## config.mk

```make
export PLATFORM = sky130hd
export DESIGN_NAME = run_burst_gen_flat
export DESIGN_NICKNAME = d
export VERILOG_FILES = /design/src/rtl/burst_gen_pkg.sv /design/src/rtl/run_burst_gen_if.sv /design/src/rtl/ones_run_model.sv /design/src/rtl/run_burst_gen.sv /design/src/flat_wrapper.sv
export SDC_FILE = /design/constraint.sdc
export NUM_CORES = 1
export LEC_CHECK = 0
export ABC_AREA = 1
export CAP_MARGIN = 20
export CORE_MARGIN = 10
export CORE_UTILIZATION = 55
export CTS_BUF_LIST = sky130_fd_sc_hd__clkbuf_8 sky130_fd_sc_hd__clkbuf_16
export DETAILED_ROUTE_END_ITERATION = 6
export PLACE_DENSITY = 0.79
export SYNTH_ARGS = -nofsm -noshare
export SYNTH_HDL_FRONTEND = slang
export SYNTH_SLANG_ARGS = --single-unit
```

## constraint.sdc

```tcl
create_clock -name clock -period 5.6 [get_ports clock]
set_clock_uncertainty 0.2 [all_clocks]
set_input_delay 0.84 -clock clock [delete_from_list [all_inputs] [get_ports clock]]
set_output_delay 0.84 -clock clock [all_outputs]
set_load 0.02 [all_outputs]
```

## src/rtl/burst_gen_pkg.sv

```systemverilog
// Shared definitions for the burst stimulus generator: state encoding,
// detector threshold and default operand widths.
package burst_gen_pkg;

  typedef enum logic [1:0] {
    IDLE = 2'd0,
    RUN  = 2'd1,
    GAP  = 2'd2
  } state_t;

  // Downstream detector fires after this many consecutive ones.
  localparam int DET_THRESH = 3;

  localparam int DEF_LEN_W = 8;
  localparam int DEF_REP_W = 8;

endpackage

```

## src/rtl/run_burst_gen_if.sv

```systemverilog
// Control/stream bundle between a stimulus driver and run_burst_gen.
interface run_burst_gen_if
  import burst_gen_pkg::*;
#(
  parameter int LEN_W = DEF_LEN_W,
  parameter int REP_W = DEF_REP_W
);

  // Handshake: start is sampled only while the generator is idle; the operands
  // are captured on that same edge and ignored otherwise. busy covers every
  // emitted cycle, and done pulses once in the first idle cycle afterwards.
  logic             start;
  logic [LEN_W-1:0] run_len;
  logic [LEN_W-1:0] gap_len;
  logic [REP_W-1:0] reps;
  logic             x_out;
  logic             busy;
  logic             done;
  logic             exp_y;
  state_t           dbg_state;

  modport master (
    output start, run_len, gap_len, reps,
    input  x_out, busy, done, exp_y, dbg_state
  );

  modport slave (
    input  start, run_len, gap_len, reps,
    output x_out, busy, done, exp_y, dbg_state
  );

endinterface

```

## src/rtl/ones_run_model.sv

```systemverilog
// Golden model of a >=3-consecutive-ones detector: saturating history counter
// plus registered output. Reusable wherever a detector reference is needed.
module ones_run_model
  import burst_gen_pkg::*;
(
  input  logic clock,
  input  logic reset,
  input  logic x_i,
  output logic exp_y_o
);

  localparam logic [1:0] HIT_LEVEL = 2'(DET_THRESH - 1);
  localparam logic [1:0] SAT_LEVEL = 2'd3;

  logic [1:0] hist_q;
  logic [1:0] hist_d;
  logic       exp_y_q;
  logic       exp_y_d;

  // hist counts ones seen before the current cycle; a zero clears it.
  always_comb begin
    hist_d  = 2'd0;
    exp_y_d = 1'b0;
    if (x_i) begin
      exp_y_d = (hist_q >= HIT_LEVEL);
      hist_d  = (hist_q == SAT_LEVEL) ? hist_q : hist_q + 2'd1;
    end
  end

  always_ff @(posedge clock or negedge reset) begin
    if (!reset) begin
      hist_q  <= 2'd0;
      exp_y_q <= 1'b0;
    end else begin
      hist_q  <= hist_d;
      exp_y_q <= exp_y_d;
    end
  end

  assign exp_y_o = exp_y_q;

endmodule

```

## src/rtl/run_burst_gen.sv

```systemverilog
// Serial burst transmitter: reps x (run_len ones, gap_len zeros) on x_out,
// with a cycle-aligned expected output of the downstream ones detector.
module run_burst_gen
  import burst_gen_pkg::*;
#(
  parameter int LEN_W = DEF_LEN_W,
  parameter int REP_W = DEF_REP_W
)
(
  input logic           clock,
  input logic           reset,
  run_burst_gen_if.slave bus
);

  state_t           state_q;
  logic [LEN_W-1:0] run_len_q;
  logic [LEN_W-1:0] gap_len_q;
  logic [REP_W-1:0] reps_q;
  logic [LEN_W-1:0] run_cnt_q;
  logic [LEN_W-1:0] gap_cnt_q;
  logic [REP_W-1:0] rep_cnt_q;
  logic             x_out_q;
  logic             busy_q;
  logic             done_q;
  logic             zero_q;

  logic run_last;
  logic gap_last;
  logic rep_last;
  logic degenerate;

  // Counters run upward against the latched operands.
  assign run_last   = (run_cnt_q == run_len_q - LEN_W'(1));
  assign gap_last   = (gap_cnt_q == gap_len_q - LEN_W'(1));
  assign rep_last   = (rep_cnt_q == reps_q - REP_W'(1));
  assign degenerate = (bus.reps == '0) || ((bus.run_len == '0) && (bus.gap_len == '0));

  // Outputs are registered from the current state, so they trail it by one
  // cycle; done is taken from the first IDLE cycle seeing busy_q still high.
  always_ff @(posedge clock or negedge reset) begin
    if (!reset) begin
      state_q   <= IDLE;
      run_len_q <= '0;
      gap_len_q <= '0;
      reps_q    <= '0;
      run_cnt_q <= '0;
      gap_cnt_q <= '0;
      rep_cnt_q <= '0;
      x_out_q   <= 1'b0;
      busy_q    <= 1'b0;
      done_q    <= 1'b0;
      zero_q    <= 1'b0;
    end else begin
      case (state_q)
        IDLE: begin
          x_out_q <= 1'b0;
          busy_q  <= 1'b0;
          done_q  <= busy_q | zero_q;
          zero_q  <= 1'b0;
          if (bus.start) begin
            run_len_q <= bus.run_len;
            gap_len_q <= bus.gap_len;
            reps_q    <= bus.reps;
            run_cnt_q <= '0;
            gap_cnt_q <= '0;
            rep_cnt_q <= '0;
            if (degenerate) begin
              zero_q <= 1'b1;
            end else if (bus.run_len != '0) begin
              state_q <= RUN;
            end else begin
              state_q <= GAP;
            end
          end
        end

        RUN: begin
          x_out_q <= 1'b1;
          busy_q  <= 1'b1;
          done_q  <= 1'b0;
          if (run_last) begin
            run_cnt_q <= '0;
            if (gap_len_q != '0) begin
              state_q <= GAP;
            end else if (rep_last) begin
              state_q <= IDLE;
            end else begin
              // gap_len==0: stay in RUN so x_out never drops between reps
              rep_cnt_q <= rep_cnt_q + REP_W'(1);
            end
          end else begin
            run_cnt_q <= run_cnt_q + LEN_W'(1);
          end
        end

        GAP: begin
          x_out_q <= 1'b0;
          busy_q  <= 1'b1;
          done_q  <= 1'b0;
          if (gap_last) begin
            gap_cnt_q <= '0;
            if (rep_last) begin
              state_q <= IDLE;
            end else begin
              rep_cnt_q <= rep_cnt_q + REP_W'(1);
              state_q   <= (run_len_q != '0) ? RUN : GAP;
            end
          end else begin
            gap_cnt_q <= gap_cnt_q + LEN_W'(1);
          end
        end

        default: begin
          state_q <= IDLE;
          x_out_q <= 1'b0;
          busy_q  <= 1'b0;
          done_q  <= 1'b0;
        end
      endcase
    end
  end

  ones_run_model u_model (
    .clock   (clock),
    .reset   (reset),
    .x_i     (x_out_q),
    .exp_y_o (bus.exp_y)
  );

  assign bus.x_out     = x_out_q;
  assign bus.busy      = busy_q;
  assign bus.done      = done_q;
  assign bus.dbg_state = state_q;

endmodule

```

## src/flat_wrapper.sv

```systemverilog
// flat-port wrapper written by rule: the top's interface ports become plain ports
module run_burst_gen_flat import burst_gen_pkg::*;
#(
  parameter int LEN_W = DEF_LEN_W,
  parameter int REP_W = DEF_REP_W
)
  (clock, reset, bus_start, bus_run_len, bus_gap_len, bus_reps, bus_x_out, bus_busy, bus_done, bus_exp_y, bus_dbg_state);
  run_burst_gen_if #(.LEN_W(LEN_W), .REP_W(REP_W)) bus_i ();
  input logic clock;
  input logic reset;
  input wire logic [$bits(bus_i.start)-1:0] bus_start;
  input wire logic [$bits(bus_i.run_len)-1:0] bus_run_len;
  input wire logic [$bits(bus_i.gap_len)-1:0] bus_gap_len;
  input wire logic [$bits(bus_i.reps)-1:0] bus_reps;
  output wire logic [$bits(bus_i.x_out)-1:0] bus_x_out;
  output wire logic [$bits(bus_i.busy)-1:0] bus_busy;
  output wire logic [$bits(bus_i.done)-1:0] bus_done;
  output wire logic [$bits(bus_i.exp_y)-1:0] bus_exp_y;
  output wire logic [$bits(bus_i.dbg_state)-1:0] bus_dbg_state;
  assign bus_i.start = bus_start;
  assign bus_i.run_len = bus_run_len;
  assign bus_i.gap_len = bus_gap_len;
  assign bus_i.reps = bus_reps;
  assign bus_x_out = bus_i.x_out;
  assign bus_busy = bus_i.busy;
  assign bus_done = bus_i.done;
  assign bus_exp_y = bus_i.exp_y;
  assign bus_dbg_state = bus_i.dbg_state;
  run_burst_gen #(.LEN_W(LEN_W), .REP_W(REP_W)) u_core (.clock(clock), .reset(reset), .bus(bus_i));
endmodule
```

After elaboration in Yosys (flattened, before gate mapping)
Index checks and enable logic that the tools add are counted.
- $add $sub $neg: 7
- mux-type cells: 28
- order comparisons: 1
- bitwise gates (word level): 1
- reductions and logical operators: 18
- eq/ne operators: 13
- operators with widths (cell ; count):
    2-to-1 mux 8 bit ; 7
    case mux 8 bit (2 select lines) ; 2
    adder 8 x 1 -> 8 bit (second input constant) ; 3
    equality test 8 bit ; 3
    logical NOT 8 bit ; 3
    case mux 8 bit (3 select lines) ; 1
    nonzero test 8 bit ; 3
    subtractor 8 x 1 -> 8 bit (second input constant) ; 3
    2-to-1 mux 2 bit ; 11
    AND reduction 5 bit ; 2
    != test 2 bit (second input constant) ; 4
    2-to-1 mux 1 bit ; 6
    case mux 2 bit (3 select lines) ; 1
    AND reduction 2 bit ; 3
    equality test 2 bit (second input constant) ; 2
    != test 2 x 1 -> 1 bit (second input constant) ; 2
    nonzero test 2 bit ; 2
    != test 3 x 1 -> 1 bit (second input constant) ; 1
    nonzero test 3 bit ; 1
    adder 2 x 1 -> 2 bit (second input constant) ; 1
    equality test 2 x 1 -> 1 bit (second input constant) ; 1
    greater-or-equal comparator 2 bit (second input constant) ; 1
    logical NOT 2 bit ; 1
    OR reduction 2 bit ; 1
    other kinds (3) ; 3
- register bits: 57
- logic and storage cells: 81
- bits of input ports: 27
- output and inout bits: 6

Depth between registers and ports, before layout
Gate-level depths: netlist of run 1.
- depth after elaboration: 6
- depth in mapped cells: 16
- depth with buffers taken out: 16

Hierarchy
Synthesis of run 1 repeated with hierarchy kept, for this count alone.
- cells, all modules: 525
- area, all modules: 3737.3 µm²
- modules (own cells, without submodules) (module ; instances ; sequential area each (µm²) ; cells an instance ; area each (µm²)):
    run_burst_gen ; 1 ; 1351.3 ; 511 ; 3607.2
    ones_run_model ; 1 ; 75.1 ; 14 ; 130.1

Worst setup path after synthesis of run 1
No wires, ideal clock.
- path type: flip-flop to flip-flop
- start point: register u_core.state_q[0] (netlist: u_core.bus.dbg_state[0])
- end point: register u_core.run_cnt_q[7]
- period minus slack after synthesis: 2.098 ns
- buffers on the path: 0
- stages on the path, launching flop included: 12
- data required time: 5.281 ns
- path slack: 3.502 ns
- setup time: 0.119 ns
- arrival time: 1.779 ns
- cell sequence: dfrtp_1 -> inv_1 -> ha_1 -> nand2_2 -> clkinv_2 -> a21oi_1 -> nor2_1 -> nand3_1 -> nor2_1 -> nand2_1 -> xnor2_1 -> and2_1
- longest elaborated chain between the ends: 3
- elaborated cells between the ends (all ways): 6
- classes of those cells: eq/ne (2); mux (1); reduce/logical (3)
- ends and longest elaborated chain (what ; line ; RTL):
    start, declared ; run_burst_gen.sv:15 ; state_t state_q;
    start signal, assigned ; run_burst_gen.sv:106 ; state_q <= (run_len_q != '0) ? RUN : GAP;
    equality test 2 x 1 -> 1 bit / logical NOT 2 bit (equally long branches) ; run_burst_gen.sv:54 ; case (state_q)
    nonzero test 2 bit (no line) / != test 2 bit (equally long branches) ; - ;
    AND reduction 2 bit (no line) ; - ;
    end signal, assigned ; run_burst_gen.sv:92 ; run_cnt_q <= run_cnt_q + LEN_W'(1);
    end, declared ; run_burst_gen.sv:19 ; logic [LEN_W-1:0] run_cnt_q;
Parallel ways exist; a longest one is shown, timed or not.
A chain may end at the register's enable or synchronous reset.

Worst setup path after layout of run 1
- start point: input bus_start
- end point: register u_core.run_cnt_q[7]
- longest elaborated chain between the ends: 2
- ends and longest elaborated chain (what ; line ; RTL):
    start, declared ; flat_wrapper.sv:11 ; input wire logic [$bits(bus_i.start)-1:0] bus_start;
    != test 2 bit (no line) ; - ;
    AND reduction 2 bit (no line) ; - ;
No other way between the ends.

==> load_flow_metrics.sql, run 1 <==
INSERT INTO impl_metrics (metric_group, metric, value, unit) VALUES
('sta', 'period_minus_slack', '2.93', 'ns'),
('place', 'numPortBuffers', '32', ''),
('setup_path', 'worst_r2r_path_depth', '11', ''),
('finish', 'num-nets-final', '578', ''),
('route', 'route.final.wire_length', '8300', 'µm'),
('setup_path', 'timing.critical_path.depth', '10', ''),
('sta', 'layout_worst_path_cycle_share', '0.524', ''),
('setup_path', 'critical_path.max_stage_delay', '0.43', 'ns'),
('yosys', 'synth-seq-cells', '57', ''),
('setup_path', 'cp_slowest_cell', 'sky130_fd_sc_hd__clkdlybuf4s50_1', ''),
('die', 'floorplan.initialDensity', '0.568', ''),
('yosys', 'synth_edf_count', '0', ''),
('setup_path', 'worst-endpoint-arrival', '2.98', 'ns'),
('yosys', 'dominantRegCellSynth', 'sky130_fd_sc_hd__dfrtp_1', ''),
('run', 'cap_violations', '0', ''),
('finish', 'finalCoreUtilization', '0.656', ''),
('power', 'switching_power', '981', 'µW'),
('setup_path', 'worst-setup-path-type', 'input port to flop', ''),
('yosys', 'ys_async_rst_share', '1.00', ''),
('power', 'net_sw_frac', '0.480', ''),
('global_route', 'largest_net_degree_at_the_start_of_global_routing', '58', ''),
('place', 'routability_congestion', '0.861', ''),
('global_route', 'grt_first_pass_wirelength', '14300', 'µm'),
('route', 'dr.pass1.iters', '4', ''),
('clock_tree', 'ctsHtreeMaxLevel', '3', ''),
('clock_tree', 'worstSkewPairLatency', '0.35', 'ns'),
('finish', 'layout-drive-gt1-share', '0.0994', ''),
('finish', 'area_growth_syn_to_layout', '15.5', '%'),
('yosys', 'synth_top_cell_by_area', 'sky130_fd_sc_hd__dfrtp_1', ''),
('yosys', 'synthesis.area', '0.00362', 'mm²'),
('clock_tree', 'post_cts.repair.setup_buffers', '0', ''),
('yosys', 'synth.cells.most_frequent', 'sky130_fd_sc_hd__nand2_1 (146), sky130_fd_sc_hd__inv_1 (62), sky130_fd_sc_hd__dfrtp_1 (57)', ''),
('sta', 'report.final.slew_viol_count', '0', ''),
('yosys', 'yosys_warnings', '0', ''),
('sta', 'slew-limit-headroom', '0.528', ''),
('die', 'die_x', '101', 'µm'),
('route', 'dr.first_iter.drc_count', '202', ''),
('setup_path', 'critPathTopFamily', 'simple AND/OR/NAND/NOR gates', ''),
('yosys', 'synth_most_common_cell', 'sky130_fd_sc_hd__nand2_1', ''),
('die', 'fp-row-count', '29', ''),
('clock_tree', 'cts_repair_resize_count', '0', ''),
('die', 'fp.dieH', '101', 'µm'),
('hold_path', 'whs_path_depth', '1', ''),
('route', 'avgViaCountPerCell', '5.20', ''),
('sta', 'worst_slew_pin_slew', '0.709', 'ns'),
('die', 'core_area', '0.00639', 'mm²'),
('clock_tree', 'tritoncts.num_buffers', '9', ''),
('status', 'run_status', 'finished, final reports clean', ''),
('yosys', 'synth_seq_area_share', '0.394', ''),
('hold_path', 'worstHoldPathType', 'flop to flop', ''),
('setup_path', 'worst-endpoint-required', '5.64', 'ns'),
('setup_path', 'critical_path.most_common_cell', 'sky130_fd_sc_hd__nor2_1', ''),
('yosys', 'post_synth_main_area_contributors', 'sky130_fd_sc_hd__dfrtp_1 (39%), sky130_fd_sc_hd__nand2_1 (15%), sky130_fd_sc_hd__inv_1 (6.4%), sky130_fd_sc_hd__nor2_1 (5.5%), sky130_fd_sc_hd__ha_1 (4.5%)', ''),
('yosys', 'synth_nets', '539', ''),
('global_route', 'globalRoute.totalOverflow', '0', ''),
('setup_path', 'worst_setup_path_start_kind', 'input port', ''),
('sta', 'fin_setup_tns', '0', 'ns'),
('global_route', 'number_of_global_route_vias_before_repair', '3272', ''),
('clock_tree', 'tritoncts', 'built', ''),
('global_route', 'grt_usage', '0.172', ''),
('route', 'vias', '3224', ''),
('power', 'power_frac_comb', '0.491', ''),
('finish', 'antenna_cells_inserted', '0', ''),
('power', 'cellInternalPower', '1060', 'µW'),
('setup_path', 'critPathMaxFanout', '33', ''),
('power', 'worst_ir_drop_vdd', '0.293', 'mV'),
('power', 'clockPowerShare', '0.166', ''),
('power', 'cellPowerDensity', '488', 'mW/mm²'),
('yosys', 'post_synth_inst_count', '499', ''),
('route', 'ant_nets', '0', ''),
('global_route', 'antenna_found_initial', '0', '');
## cells in the final DEF, fill, tap and decap left out, drive strengths merged
cell             n
a211oi           2
a21oi           13
a22o             1
and2             1
and3             2
buf              2
clkbuf           9
clkdlybuf4s50   31
clkinv           4
clkinvlp         3
dfrtp           57
ha              13
inv             68
nand2          155
nand3           29
nand3b           1
nand4            5
nor2            66
nor3             4
nor3b            3
nor4             3
o21ai           43
o21bai           1
or2              1
xnor2           11
xor2            15
## worst register-to-register path, stage by stage, from the launching register on
cell and delay, ns:
sky130_fd_sc_hd__dfrtp_1 0.44, sky130_fd_sc_hd__inv_1 0.09, sky130_fd_sc_hd__ha_1 0.28, sky130_fd_sc_hd__nand2_2 0.40
sky130_fd_sc_hd__clkinv_2 0.35, sky130_fd_sc_hd__a21oi_1 0.41, sky130_fd_sc_hd__nor2_1 0.11, sky130_fd_sc_hd__nand3_1 0.14
sky130_fd_sc_hd__nor2_1 0.05, sky130_fd_sc_hd__nand2_1 0.07, sky130_fd_sc_hd__xnor2_1 0.05, sky130_fd_sc_hd__and2_1 0.13
## worst paths after layout
path	start	endpoint	slack (ns)
max	bus_start	u_core.run_cnt_q[7]$_DFFE_PN0P_	2.67
min	u_core.u_model.hist_q[0]$_DFFE_PN0P_	u_core.u_model.hist_q[0]$_DFFE_PN0P_	0.30
max reg2reg	u_core.bus.dbg_state[0]$_DFFE_PN0P_	u_core.run_cnt_q[7]$_DFFE_PN0P_	2.77
min reg2reg	u_core.u_model.hist_q[0]$_DFFE_PN0P_	u_core.u_model.hist_q[0]$_DFFE_PN0P_	0.30
max in group asynchronous	reset	u_core.gap_len_q[1]$_DFFE_PN0P_	4.31
min in group asynchronous	reset	u_core.rep_cnt_q[0]$_DFFE_PN0P_	0.43
## power by group through the flow
| stage | clock network [µW] | logic [µW] | registers (µW) |
|---|---|---|---|
| global route | 366 | 1160 | 721 |
| CTS | 348 | 1010 | 698 |
| finish | 340 | 1000 | 701 |
| detailed placement | 0 | 1000 | 700 |
| floorplan | 0 | 765 | 678 |
| global placement | 0 | 966 | 697 |
## flip-flops by register name, summed over array words and instances (netlist names)
| name | flops |
|---|---|
| u_core.gap_len_q | 8 |
| u_core.u_model.hist_q | 2 |
| u_core.gap_cnt_q | 8 |
| u_core.bus.busy | 1 |
| u_core.run_cnt_q | 8 |
| u_core.bus.done | 1 |
| u_core.reps_q | 8 |
| u_core.zero_q | 1 |
| u_core.bus.x_out | 1 |
| u_core.run_len_q | 8 |
| u_core.bus.dbg_state | 2 |
| u_core.rep_cnt_q | 8 |
| u_core.u_model.exp_y_o | 1 |
## layer usage
metal / vias to the layer above / global-route usage / share of wire
met5: - / 0 / 0
met2: 65 / 0.292 / 0.50
met3: 14 / 0.0381 / 0.043
li1: 1649 / - / -
met1: 1496 / 0.199 / 0.43
met4: 0 / 0.0890 / 0.020
## area by class of cell
cell class                 count  area, µm²
sequential                    57       1430
fill                         574       2200
tap                           77       96.3
multi-input combinational    369       1920
inverter                      68        256
timing repair buffer          33        323
clock inverter                 7       46.3
clock buffer                   9        124
## cell families (layout without fill, tap and decap cells)
kind of cell	Yosys count	after routing	synth area share
adder cells (fa/ha/maj)	13	13	0.0449
AO/OA/AOI/OAI	60	60	0.0911
buffers and inverters	73	117	0.0780
XOR/XNOR	26	26	0.0628
AND/OR/NAND/NOR	270	270	0.330
flip-flops	57	57	0.394
## metrics by stage
| step | total power, µW | std cells | hold slack [ns] | setup WS, ns | area [µm²] |
|---|---|---|---|---|---|
| global placement | 1660 | 604 | 0.281 | 2.37 | 4020 |
| floorplan | 1440 | 499 | 0.262 | 3.50 | 3620 |
| finish | 2050 | 620 | 0.302 | 2.67 | 4190 |
| CTS | 2050 | 620 | 0.307 | 2.69 | 4190 |
| detailed placement | 1700 | 604 | 0.297 | 2.32 | 4020 |
| global route | 2250 | 620 | 0.331 | 2.47 | 4190 |
Power figures use the tool's default switching activity.
==> run 2, diff against run 1 <==
==> constraint.sdc (replaced) <==
create_clock -name clock -period 2.7 [get_ports clock]
set_clock_uncertainty 0.2 [all_clocks]
set_input_delay 0.405 -clock clock [delete_from_list [all_inputs] [get_ports clock]]
set_output_delay 0.405 -clock clock [all_outputs]
set_load 0.02 [all_outputs]
==> run 2 against run 1 <==
  * Sequential power up 100%
  * First-iteration DRC count is 34% lower
  * Sequential share of layout area shrank 0.44 points
  * Clock-buffer cell count stayed put
==> load_flow_metrics.sql, run 2 (synthesis results as in run 1) <==
INSERT INTO impl_metrics (metric_group, metric, value, unit) VALUES
('status', 'run_status', 'finished, final reports clean', ''),
('hold_path', 'whs_path_depth', '1', ''),
('setup_path', 'worst-endpoint-required', '2.72', 'ns'),
('clock_tree', 'tritoncts.num_buffers', '9', ''),
('setup_path', 'crit_chain', 'inv_1 -> ha_1 -> nand2_2 -> clkinv_2 -> a21oi_1 -> nor2_1 -> nand3_1 -> nor2_1 -> nand2_1 -> xnor2_1 -> and2_1', ''),
('sta', 'rsz0062_at_grt', 'false', ''),
('place', 'placedInstanceArea', '0.00404', 'mm²'),
('finish', 'layout.cells.most_common', 'sky130_fd_sc_hd__nand2_1', ''),
('global_route', 'largest_net_degree_at_the_start_of_global_routing', '58', ''),
('route', 'vias', '3260', ''),
('finish', 'post_route_standard_cell_area_excluding_fillers', '0.00424', 'mm²'),
('die', 'design.portCount', '33', ''),
('global_route', 'grt_usage', '0.168', ''),
('clock_tree', 'worstSkewPairLatency', '0.33', 'ns'),
('route', 'route.final.wire_length', '8320', 'µm'),
('place', 'numPortBuffers', '32', ''),
('setup_path', 'critical_path.reg2reg.startpoint', 'u_core.bus.dbg_state[0]$_DFFE_PN0P_', ''),
('sta', 'slew-limit-headroom', '0.749', ''),
('hold_path', 'hold_end', 'u_core.u_model.hist_q[0]$_DFFE_PN0P_', ''),
('setup_path', 'critical_path.max_stage_delay', '0.44', 'ns'),
('route', 'wl_met2', '4140', 'µm'),
('route', 'avgViaCountPerCell', '5.24', ''),
('sta', 'worst_hold_slack', '0.302', 'ns'),
('die', 'fp-row-count', '29', ''),
('sta', 'worst_setup_margin', '0.299', 'ns'),
('route', 'topRoutingLayerUsed', 'met4', ''),
('setup_path', 'worst_r2r_path_depth', '11', ''),
('route', 'ant_nets', '0', ''),
('setup_path', 'r2r_setup_slack', '0.30', 'ns'),
('die', 'core_area', '0.00639', 'mm²'),
('sta', 'period_minus_slack', '2.40', 'ns'),
('setup_path', 'critical_path.most_common_cell', 'sky130_fd_sc_hd__nor2_1', ''),
('sta', 'max_freq', '416', 'MHz'),
('finish', 'antenna_cells_inserted', '0', ''),
('clock_tree', 'cts_buffer_depth', '2', ''),
('clock_tree', 'clock-sinks', '57', ''),
('sta', 'report.final.slew_viol_count', '0', ''),
('hold_path', 'worstHoldPathType', 'flop to flop', ''),
('route', 'dr.first_iter.drc_count', '134', ''),
('power', 'total_leakage_power', '0.00212', 'µW'),
('setup_path', 'worst_setup_path_start_kind', 'flop', ''),
('place', 'hpwlAfterDp', '6130', 'µm'),
('route', 'dr.pass1.iters', '4', ''),
('global_route', 'globalRoute.totalOverflow', '0', ''),
('setup_path', 'worst-setup-path-type', 'flop to flop', ''),
('finish', 'layout-drive-gt1-share', '0.101', ''),
('power', 'worst_ir_drop_vdd', '0.630', 'mV'),
('sta', 'timing.final.hold_violations', '0', ''),
('power', 'cellPowerDensity', '1030', 'mW/mm²'),
('setup_path', 'timing.critical_path.to_type', 'flop', ''),
('sta', 'worst_slew_pin_slew', '0.377', 'ns'),
('global_route', 'antenna_found_initial', '0', ''),
('clock_tree', 'ctsHtreeMaxLevel', '3', ''),
('finish', 'area_growth_syn_to_layout', '17.1', '%'),
('die', 'die_x', '101', 'µm'),
('setup_path', 'critPathMaxFanout', '19', ''),
('setup_path', 'cp_slowest_cell', 'sky130_fd_sc_hd__dfrtp_1', ''),
('sta', 'fin_setup_tns', '0', 'ns'),
('die', 'floorplan.die_area', '0.0102', 'mm²'),
('hold_path', 'hold_path_startpoint', 'u_core.u_model.hist_q[0]$_DFFE_PN0P_', ''),
('setup_path', 'setup.worst_path.start', 'u_core.bus.dbg_state[0]$_DFFE_PN0P_', ''),
('run', 'cap_violations', '0', ''),
('route', 'wl_met1', '3690', 'µm'),
('place', 'pre_cts_slack', '0.295', 'ns'),
('sta', 'layout_worst_path_cycle_share', '0.889', ''),
('finish', 'final_cell_mix', 'sky130_fd_sc_hd__nand2_1 (146), sky130_fd_sc_hd__inv_1 (62), sky130_fd_sc_hd__dfrtp_1 (57)', ''),
('route', 'wl_met3', '348', 'µm'),
('die', 'floorplan.initialDensity', '0.568', ''),
('clock_tree', 'clockRootBuffer', 'sky130_fd_sc_hd__clkbuf_8', ''),
('place', 'routability_congestion', '0.907', ''),
('setup_path', 'worst-endpoint-arrival', '2.42', 'ns'),
('global_route', 'grt_first_pass_wirelength', '14200', 'µm'),
('clock_tree', 'tritoncts', 'built', ''),
('route', 'drc', '0', ''),
('route', 'wl_per_cell', '13.4', 'µm'),
('global_route', 'number_of_global_route_vias_before_repair', '3163', ''),
('finish', 'num-nets-final', '580', ''),
('sta', 'timing.final.setup_violations', '0', ''),
('clock_tree', 'path_clk_slew', '0.07', 'ns'),
('setup_path', 'worstReg2RegEnd', 'u_core.run_cnt_q[7]$_DFFE_PN0P_', ''),
('die', 'fp.dieH', '101', 'µm'),
('finish', 'finalCoreUtilization', '0.664', '');
==> run 2: routing by layer <==
metal	vias to the layer above	global-route usage
met5	-	0
met4	0	0.0611
met3	16	0.0320
met2	66	0.284
met1	1516	0.208
li1	1662	-
==> run 2: timing repair <==
action                     in CTS  in global routing
hold buffers                    1                  0
gates resized for setup         0                  0
buffers inserted                0                  0
setup endpoints to repair       0                  0
hold endpoints to repair       57                  0
==> run 2: critical path, delay by kind of cell, from the launching register on <==
kind	cells	cell delay [ns]
compound gates	1	0.39
xor+xnor	1	0.06
fa+ha+maj	1	0.29
buf+inv	2	0.31
flops	1	0.44
simple gates	6	0.59
==> run 2: where the power goes <==
group / internal, µW / leakage [µW] / switching (µW)
Combinational: 772 / 0.00128 / 1340
Clock: 424 / 0.0000912 / 377
Sequential: 1110 / 0.000746 / 320
Total: 2310 / 0.00212 / 2040
==> run 2: worst max-delay path by stage <==
stage	end	slack, ns	depth (start not counted)
final	u_core.run_cnt_q[7]$_DFFE_PN0P_	0.30	11
after floorplan	u_core.run_cnt_q[7]$_DFFE_PN0P_	0.60	11
after global routing	u_core.rep_cnt_q[6]$_DFFE_PN0P_	0.09	16
after CTS	u_core.run_cnt_q[7]$_DFFE_PN0P_	0.33	11
after global placement	u_core.run_cnt_q[7]$_DFFE_PN0P_	0.40	10
after detailed placement	u_core.run_cnt_q[7]$_DFFE_PN0P_	0.30	10
==> run 2: through the flow <==
| stage | instances | total power, µW |
|---|---|---|
| after floorplan | 499 | 2990 |
| final | 622 | 4350 |
| after detailed placement | 605 | 3530 |
| after global routing | 622 | 4740 |
| after CTS | 622 | 4350 |
| after global placement | 605 | 3450 |
==> run 2: final cells by class <==
type / count / area, µm²
well taps: 77 / 96.3
multi-input cells: 369 / 1920
repair buffers: 35 / 353
fillers: 535 / 2140
clock buffers: 9 / 124
inverters: 68 / 256
clock inverters: 7 / 71.3
flip-flops and latches: 57 / 1430
